==> config.mk <==
export PLATFORM = sky130hd
export DESIGN_NAME = sfifo_pkt_flat
export DESIGN_NICKNAME = d
export VERILOG_FILES = /design/src/rtl/sfifo_pkt_if.sv /design/src/rtl/sfifo_pkt_mem.sv /design/src/rtl/sfifo_pkt.sv /design/src/flat_wrapper.sv
export SDC_FILE = /design/constraint.sdc
export NUM_CORES = 1
export LEC_CHECK = 0
export CORE_MARGIN = 8
export CORE_UTILIZATION = 55
export CTS_BUF_LIST = sky130_fd_sc_hd__clkbuf_16
export CTS_CLUSTER_DIAMETER = 40
export DETAILED_ROUTE_END_ITERATION = 16
export PLACE_DENSITY_LB_ADDON = 0.3
export REMOVE_ABC_BUFFERS = 1
export SETUP_SLACK_MARGIN = 0.05
export SLEW_MARGIN = 20
export SYNTH_ARGS = -nofsm -noshare
export SYNTH_HDL_FRONTEND = slang
export SYNTH_SLANG_ARGS = --single-unit
export TNS_END_PERCENT = 1
==> constraint.sdc <==
create_clock -name i_clk -period 4.95 [get_ports i_clk]
set_clock_uncertainty 0.05 [all_clocks]
set_input_delay 0.7425 -clock i_clk [delete_from_list [all_inputs] [get_ports i_clk]]
set_output_delay 0.7425 -clock i_clk [all_outputs]
set_load 0.05 [all_outputs]
==> src/rtl/sfifo_pkt_if.sv <==
// Packet FIFO bus: producer write side plus first-word-fall-through read side.
// SFIFO_PKT_OVERFLOW_DROP_EN adds the o_overflow pulse.
interface sfifo_pkt_if #(
   parameter int BW     = 8,
   parameter int LGFLEN = 4,
   parameter int LGPKTS = 4
);
   logic              i_wr;
   logic [BW-1:0]     i_data;
   logic              i_last;
   logic              i_drop;
   logic              o_full;
   logic [LGFLEN:0]   o_space;
   logic [LGFLEN:0]   i_afull_thresh;
   logic              o_afull;
   logic              i_rd;
   logic [BW-1:0]     o_data;
   logic              o_last;
   logic              o_empty;
   logic [LGFLEN:0]   o_fill;
   logic [LGPKTS-1:0] o_pkts;
`ifdef SFIFO_PKT_OVERFLOW_DROP_EN
   logic              o_overflow;
`endif

   modport slave (
      input  i_wr, i_data, i_last, i_drop, i_afull_thresh, i_rd,
      output o_full, o_space, o_afull, o_data, o_last, o_empty, o_fill,
`ifdef SFIFO_PKT_OVERFLOW_DROP_EN
      output o_overflow,
`endif
      output o_pkts
   );

   modport master (
      output i_wr, i_data, i_last, i_drop, i_afull_thresh, i_rd,
      input  o_full, o_space, o_afull, o_data, o_last, o_empty, o_fill,
`ifdef SFIFO_PKT_OVERFLOW_DROP_EN
      input  o_overflow,
`endif
      input  o_pkts
   );
endinterface

==> src/rtl/sfifo_pkt_mem.sv <==
// Packet FIFO storage: one synchronous write port, one asynchronous read port.
module sfifo_pkt_mem #(
   parameter int W      = 9,
   parameter int LGFLEN = 4
) (
   input  logic              clk,
   input  logic              we,
   input  logic [LGFLEN-1:0] waddr,
   input  logic [W-1:0]      wdata,
   input  logic [LGFLEN-1:0] raddr,
   output logic [W-1:0]      rdata
);
   logic [W-1:0] mem [1<<LGFLEN];

   always_ff @(posedge clk)
      if (we) mem[waddr] <= wdata;

   assign rdata = mem[raddr];
endmodule

==> src/rtl/sfifo_pkt.sv <==
// Packet FIFO: speculative writes become readable only on commit of the last word.
// Define SFIFO_PKT_OVERFLOW_DROP_EN to discard over-long packets instead of stalling.
module sfifo_pkt #(
   parameter int BW     = 8,
   parameter int LGFLEN = 4,
   parameter int LGPKTS = 4
) (
   input  logic        i_clk,
   input  logic        i_reset_n,
   sfifo_pkt_if.slave  bus
);
   localparam int PW = LGFLEN + 1;
   localparam logic [PW-1:0]     FLEN    = {1'b1, {LGFLEN{1'b0}}};
   localparam logic [LGPKTS-1:0] PKT_MAX = '1;

   logic [PW-1:0]     wr_ptr, cm_ptr, rd_ptr;
   logic [PW-1:0]     wr_nxt, cm_nxt, rd_nxt;
   logic [PW-1:0]     inflight;
   logic              full_q, empty_q;
   logic [LGPKTS-1:0] pkts;
   logic              w_wr, w_rd, w_cmt, w_pop_last, roll;
   logic [BW-1:0]     head_data;
   logic              head_last;

`ifdef SFIFO_PKT_OVERFLOW_DROP_EN
   logic ovf, ovf_pulse, bad;

   // Once a packet overflows, every further word is discarded until its last word.
   assign bad  = bus.i_wr && !bus.i_drop && (full_q || ovf);
   assign w_wr = bus.i_wr && !bus.i_drop && !full_q && !ovf;
   assign roll = bad && bus.i_last;
   assign bus.o_full     = 1'b0;
   assign bus.o_overflow = ovf_pulse;

   always_ff @(posedge i_clk or negedge i_reset_n)
      if (!i_reset_n) begin
         ovf       <= 1'b0;
         ovf_pulse <= 1'b0;
      end else begin
         ovf_pulse <= roll;
         if (bus.i_drop || roll) ovf <= 1'b0;
         else if (bad)           ovf <= 1'b1;
      end
`else
   assign w_wr = bus.i_wr && !bus.i_drop && !full_q;
   assign roll = 1'b0;
   assign bus.o_full = full_q;
`endif

   assign w_cmt      = w_wr && bus.i_last;
   assign w_rd       = bus.i_rd && !empty_q;
   assign w_pop_last = w_rd && head_last;

   always_comb begin
      wr_nxt = wr_ptr;
      cm_nxt = cm_ptr;
      rd_nxt = rd_ptr;
      if (bus.i_drop || roll) wr_nxt = cm_ptr;
      else if (w_wr)          wr_nxt = wr_ptr + PW'(1);
      if (w_cmt) cm_nxt = wr_ptr + PW'(1);
      if (w_rd)  rd_nxt = rd_ptr + PW'(1);
   end

   // Flags are registered from next-state pointers so they track the pointers exactly.
   always_ff @(posedge i_clk or negedge i_reset_n)
      if (!i_reset_n) begin
         wr_ptr  <= '0;
         cm_ptr  <= '0;
         rd_ptr  <= '0;
         full_q  <= 1'b0;
         empty_q <= 1'b1;
      end else begin
         wr_ptr  <= wr_nxt;
         cm_ptr  <= cm_nxt;
         rd_ptr  <= rd_nxt;
         full_q  <= (wr_nxt - rd_nxt) == FLEN;
         empty_q <= cm_nxt == rd_nxt;
      end

   always_ff @(posedge i_clk or negedge i_reset_n)
      if (!i_reset_n) pkts <= '0;
      else begin
         case ({w_cmt, w_pop_last})
            2'b10:   if (pkts != PKT_MAX) pkts <= pkts + LGPKTS'(1);
            2'b01:   if (pkts != '0)      pkts <= pkts - LGPKTS'(1);
            default: ;
         endcase
      end

   sfifo_pkt_mem #(.W(BW+1), .LGFLEN(LGFLEN)) u_mem (
      .clk   (i_clk),
      .we    (w_wr),
      .waddr (wr_ptr[LGFLEN-1:0]),
      .wdata ({bus.i_last, bus.i_data}),
      .raddr (rd_ptr[LGFLEN-1:0]),
      .rdata ({head_last, head_data})
   );

   assign inflight    = wr_ptr - rd_ptr;
   assign bus.o_space = FLEN - inflight;
   assign bus.o_fill  = cm_ptr - rd_ptr;
   assign bus.o_afull = inflight >= bus.i_afull_thresh;
   assign bus.o_empty = empty_q;
   assign bus.o_pkts  = pkts;
   assign bus.o_data  = head_data;
   assign bus.o_last  = head_last;
endmodule

==> src/flat_wrapper.sv <==
// flat-port wrapper written by rule: the top's interface ports become plain ports
module sfifo_pkt_flat 
#(
   parameter int BW     = 8,
   parameter int LGFLEN = 4,
   parameter int LGPKTS = 4
)
  (i_clk, i_reset_n, bus_i_wr, bus_i_data, bus_i_last, bus_i_drop, bus_i_afull_thresh, bus_i_rd, bus_o_full, bus_o_space, bus_o_afull, bus_o_data, bus_o_last, bus_o_empty, bus_o_fill, bus_o_pkts);
  sfifo_pkt_if #(.BW(BW), .LGFLEN(LGFLEN), .LGPKTS(LGPKTS)) bus_i ();
  input  logic i_clk;
  input  logic i_reset_n;
  input wire logic [$bits(bus_i.i_wr)-1:0] bus_i_wr;
  input wire logic [$bits(bus_i.i_data)-1:0] bus_i_data;
  input wire logic [$bits(bus_i.i_last)-1:0] bus_i_last;
  input wire logic [$bits(bus_i.i_drop)-1:0] bus_i_drop;
  input wire logic [$bits(bus_i.i_afull_thresh)-1:0] bus_i_afull_thresh;
  input wire logic [$bits(bus_i.i_rd)-1:0] bus_i_rd;
  output wire logic [$bits(bus_i.o_full)-1:0] bus_o_full;
  output wire logic [$bits(bus_i.o_space)-1:0] bus_o_space;
  output wire logic [$bits(bus_i.o_afull)-1:0] bus_o_afull;
  output wire logic [$bits(bus_i.o_data)-1:0] bus_o_data;
  output wire logic [$bits(bus_i.o_last)-1:0] bus_o_last;
  output wire logic [$bits(bus_i.o_empty)-1:0] bus_o_empty;
  output wire logic [$bits(bus_i.o_fill)-1:0] bus_o_fill;
  output wire logic [$bits(bus_i.o_pkts)-1:0] bus_o_pkts;
  assign bus_i.i_wr = bus_i_wr;
  assign bus_i.i_data = bus_i_data;
  assign bus_i.i_last = bus_i_last;
  assign bus_i.i_drop = bus_i_drop;
  assign bus_i.i_afull_thresh = bus_i_afull_thresh;
  assign bus_i.i_rd = bus_i_rd;
  assign bus_o_full = bus_i.o_full;
  assign bus_o_space = bus_i.o_space;
  assign bus_o_afull = bus_i.o_afull;
  assign bus_o_data = bus_i.o_data;
  assign bus_o_last = bus_i.o_last;
  assign bus_o_empty = bus_i.o_empty;
  assign bus_o_fill = bus_i.o_fill;
  assign bus_o_pkts = bus_i.o_pkts;
  sfifo_pkt #(.BW(BW), .LGFLEN(LGFLEN), .LGPKTS(LGPKTS)) u_core (.i_clk(i_clk), .i_reset_n(i_reset_n), .bus(bus_i));
endmodule
## Word-level counts from Yosys, hierarchy flattened

Memory sizes are Yosys's and may differ from the RTL's.
Cells that the tools add are included.

- Register bits: 21
- Bits in writable memories: 144
- Input bits: 19
- Output and inout port bits: 26
- Logic and storage cells: 43
- Memories kept: 1

Memories:

| memory | depth | bits a word | read ports | clocked after Yosys merged registers in | write ports | RTL line | RTL |
|---|---|---|---|---|---|---|---|
| u_core.u_mem.mem | 16 | 9 | 1 | 0 | 1 | sfifo_pkt_mem.sv:13 | `logic [W-1:0] mem [1<<LGFLEN];` |

- $add $sub $neg: 8
- Order comparisons: 1
- Eq/ne operators: 7
- Multiplexer cells: 9
- Reductions and logical operators: 11

Operators by type and width:

| kind | number |
|---|---|
| 5-bit 2-to-1 mux | 4 |
| 5-bit subtractor | 3 |
| 5-bit by 1-bit adder with 5-bit output, second input constant | 2 |
| 4-bit 2-to-1 mux | 2 |
| 4-bit case mux with 2 select lines | 1 |
| 5-bit equality test | 1 |
| 5-bit equality test, second input constant | 1 |
| 5-bit >= comparator | 1 |
| 1-bit logical AND | 5 |
| 5-bit subtractor, first input constant | 1 |
| 4-bit by 1-bit adder with 4-bit output, second input constant | 1 |
| 2-bit by 1-bit != test with 1-bit output, second input constant | 2 |
| 4-bit != test, second input constant | 1 |
| 4-bit nonzero test | 1 |
| 4-bit by 1-bit subtractor with 4-bit output, second input constant | 1 |
| 1-bit logical NOT | 3 |
| 3-bit AND reduction | 1 |
| 2-bit by 1-bit equality test with 1-bit output, second input constant | 1 |
| 2-bit equality test, second input constant | 1 |
| 1-bit 2-to-1 mux | 2 |
| 2-bit nonzero test | 1 |

## Logic depth before layout (Yosys ltp)

- Word-level depth: 7
- Mapped depth: 13
- Gate-level depth less buffers: 12

## Modules after synthesis

Synthesis repeated with hierarchy kept, for this count alone.

- Cells, all modules: 439
- Area total of the unflattened synthesis: 7413.4 um^2

Modules (own cells, without submodules):

| module | times used | cells each | area each (um^2) | seq. area each (um^2) |
|---|---|---|---|---|
| sfifo_pkt_mem | 1 | 245 | 5600.4 | 4324.1 |
| sfifo_pkt | 1 | 194 | 1813.0 | 526.8 |

## Least setup slack after synthesis

Ideal clock, no wire load.

- Path kind: register to output
- From: register u_core.rd_ptr[1]
- To: output bus_o_space[4]
- Arrival time: 2825 ps
- Required time: 4158 ps
- Path slack: 1332 ps
- Stages on the path, launching flop included: 10
- Path buffers: 2
- Path through: dfrtp_1 -> buf_1 -> inv_1 -> clkbuf_1 -> ha_1 -> a21o_1 -> a21oi_1 -> xnor2_1 -> nor3b_1 -> xor2_1

- Word-level cells in the longest chain between the ends: 2

Ends and longest elaborated chain:

| element | RTL line | RTL |
|---|---|---|
| start: declaration | sfifo_pkt.sv:16 | `logic [PW-1:0] wr_ptr, cm_ptr, rd_ptr;` |
| start signal: assignment | sfifo_pkt.sv:75 | `rd_ptr <= rd_nxt;` |
| 5-bit subtractor | sfifo_pkt.sv:99 | `assign inflight = wr_ptr - rd_ptr;` |
| 5-bit subtractor | sfifo_pkt.sv:100 | `assign bus.o_space = FLEN - inflight;` |
| end: declaration | flat_wrapper.sv:19 | `output wire logic [$bits(bus_i.o_space)-1:0] bus_o_space;` |

No other way between the ends.

## Worst setup path after layout

- From: register u_core.wr_ptr[0]
- To: output bus_o_afull

- Word-level cells in the longest chain between the ends: 2

Ends and longest elaborated chain:

| element | RTL line | RTL |
|---|---|---|
| start: declaration | sfifo_pkt.sv:16 |  |
| start signal: assignment | sfifo_pkt.sv:73 | `wr_ptr <= wr_nxt;` |
| 5-bit subtractor | sfifo_pkt.sv:99 |  |
| 5-bit >= comparator | sfifo_pkt.sv:102 | `assign bus.o_afull = inflight >= bus.i_afull_thresh;` |
| end: declaration | flat_wrapper.sv:20 | `output wire logic [$bits(bus_i.o_afull)-1:0] bus_o_afull;` |

No other way between the ends.

==> metrics <==
antenna-violating nets left 0; Ys Warns 0; Setup crit end kind output port; FMAX around 240 MHz; hold-fix buffers at CTS 0; Initial DRC Count around 330; Data arrival, critical path between 3 and 4 ns; vias in the first global route 4429; worst setup path category reg -> out; I/O Buffers 44; final-report hold violation count 0; initial antenna violation count 0; Vert. Die Dim 133 um; DRC viols 0; Root Buffer clkbuf_16; worst path cell trace inv_1 -> ha_1 -> inv_1 -> fa_1 -> xor2_1 -> ha_1 -> a21oi_1 -> nor2b_1 -> o21ai_0 -> nand2b_1 -> clkdlybuf4s50_1; first drt pass iteration count 6; die area about 18000 um^2; reg2reg setup slack 1.63 ns; FF+latch area 4850 um^2; Synth Instances 472; min cycle time layout 4.17 ns; Worst Hold Class in -> async; ys flop type edfxtp_1; setup bufs post-CTS 0; Final Cycle Share 0.842; CTS tree yes; diode count 0; first-pass GRT wire length 24700 um; post-CTS sizing 0; status completed; GPL Wtd Cong 0.829; layout cell share with drive strength beyond 1 0.163; Synth Area per Inst 15.9 um^2; clock slew at reported path FFs 0.07 ns; Tot GR Track Use 0.185; max_cap viols 0; synth top area cells edfxtp_1 58%, mux4_2 11%, dfrtp_1 6.7%; multi-input logic area approximately 2400 um^2; pin count of the biggest net entering global routing 32; Final setup viols 0; Post-synth EDFFs approximately 140; synthesis-to-layout area growth 15.4%; crit-path max cell delay 0.70 ns; Worst Tran Pin Value 0.701 ns; H-tree Lvls 4; Cell Rows 42; share of Yosys cell area claimed by the top area cell type 0.577; Crit Path Max Fanout 5; routed via count 4142; register area share after synthesis 0.647; worst-skew pair later-pin latency roughly 0.42 ns; vias per cell 5.83; post-synth cell types 49; clk buf depth 2; Core ar. 13300 um^2; Total Neg Setup Slack 0 ns; cell type with the largest total area after synthesis edfxtp_1; TritonCTS Buffers 17; # fillers about 950; CP startpoint kind flip-flop; grt ovf 0; Slew Viols, Final 0; Slew headroom 0.531; Routed WL about 15000 um; post-synthesis register bit count 165; # IOs 45; nets@finish 571; Starting Density 0.564; Post-Syn Area about 7500 um^2; slowest cell on the critical path clkdlybuf4s50_1; RSZ-0062 raised after global routing false; Required @ worst endpoint approximately 4.2 ns; clock sinks 165; hpwl dp between 10000 and 15000 um; routed len/inst 21.8 um; die span in x 133 um; Post-synth ARST share 0.127
## path summary, 6_finish.rpt
check                                startpoint              endpoint  cells after the start
max                            u_core.wr_ptr[0]           bus_o_afull                     11
min                                   i_reset_n      u_core.wr_ptr[0]                      1
max reg2reg                    u_core.rd_ptr[0]  u_core.bus.o_pkts[3]                     13
min reg2reg                u_core.bus.o_pkts[3]  u_core.bus.o_pkts[3]                      1
max in group asynchronous             i_reset_n      u_core.rd_ptr[0]                      1
min in group i_clk         u_core.bus.o_pkts[3]  u_core.bus.o_pkts[3]                      1
## per-layer routing
metal  vias to the layer above  routed length [um]  GRT usage
li1                       1869                   -          -
met3                        21                 996     0.0488
met4                         0                 307     0.0744
met1                      2084                6620      0.231
met2                       168                7570      0.301
met5                         -                   0          0
## cells in the final DEF, fill, tap and decap left out, drive strengths merged, types with 13 or more instances in the layout
master / instances
edfxtp: 144
nand2: 44
clkdlybuf4s50: 43
inv: 40
mux4: 36
ha: 27
xnor2: 24
dfrtp: 20
clkbuf: 17
and2: 17
nor2: 13
## area by class of cell
cell class | instances | area share
well taps | 176 | 0.0254
repair buffers | 49 | 0.0546
inverters | 33 | 0.0143
flip-flops and latches | 165 | 0.560
clock buffers | 17 | 0.0491
multi-input cells | 256 | 0.280
clock inverters | 15 | 0.0165
## metrics by stage
stage / std cells / cell area (um^2) / hold slack [ns] / util / setup slack [ns]
floorplan: 454 / 7400 / 0.397 / - / 0.230
global route: 711 / 8660 / 0.264 / 0.651 / 0.535
finish: 711 / 8660 / 0.236 / 0.651 / 0.780
CTS: 711 / 8660 / 0.481 / 0.652 / 0.747
global placement: 679 / 8100 / 0.461 / 0.609 / 1.27
detailed placement: 679 / 8100 / 0.471 / 0.609 / 1.19
## sequential cells by signal (all words and copies together) (netlist names)
signal / count
u_core.bus.o_empty: 1
u_core.u_mem.mem: 144
u_core.rd_ptr: 5
u_core.cm_ptr: 5
u_core.bus.o_pkts: 4
u_core.wr_ptr: 5
u_core.bus.o_full: 1
## critical path, delay by kind of cell (launching register included)
family	cells	cell delay (ns)
AOI/OAI and AO/OA	2	0.27
xor gates and xnor gates	1	0.35
adders and majority gates	3	0.87
buffers and inverters	3	0.93
DFF	1	0.41
and+or+nand+nor	2	0.13
## synthesized netlist by cell type, types with 2 or more instances
master      n
nor3b_1     3
mux2i_1     3
nor3_1      3
and2_1     13
nand4_1     3
xor2_1     10
nand2_1    43
inv_1      31
xnor2_1    24
fa_1        3
and3_1      9
mux4_2     36
edfxtp_1  144
buf_2       4
o21ai_0     9
a21oi_1    12
nand3b_1    2
and2_2      3
buf_6       2
a31oi_1    10
buf_4       3
nor4_1      2
ha_1       27
a211oi_4    2
nand2b_1    3
clkbuf_1    5
nor2b_1     2
dfrtp_1    20
buf_1       3
a21o_1      7
nor2_1     12
nand3_1     2
## cells by family (layout without fill, tap and decap cells)
family	count (synthesis)	in the layout	share of synthesized area
buf+inv	51	114	0.0304
simple gates	107	107	0.0752
mux	39	39	0.112
compound gates	46	46	0.0427
xor+xnor	34	34	0.0397
fa+ha+maj	30	30	0.0531
flops	165	165	0.647
Power is not shown: default switching activity piles up to over one toggle a cycle in this logic, so the estimate is an artifact.
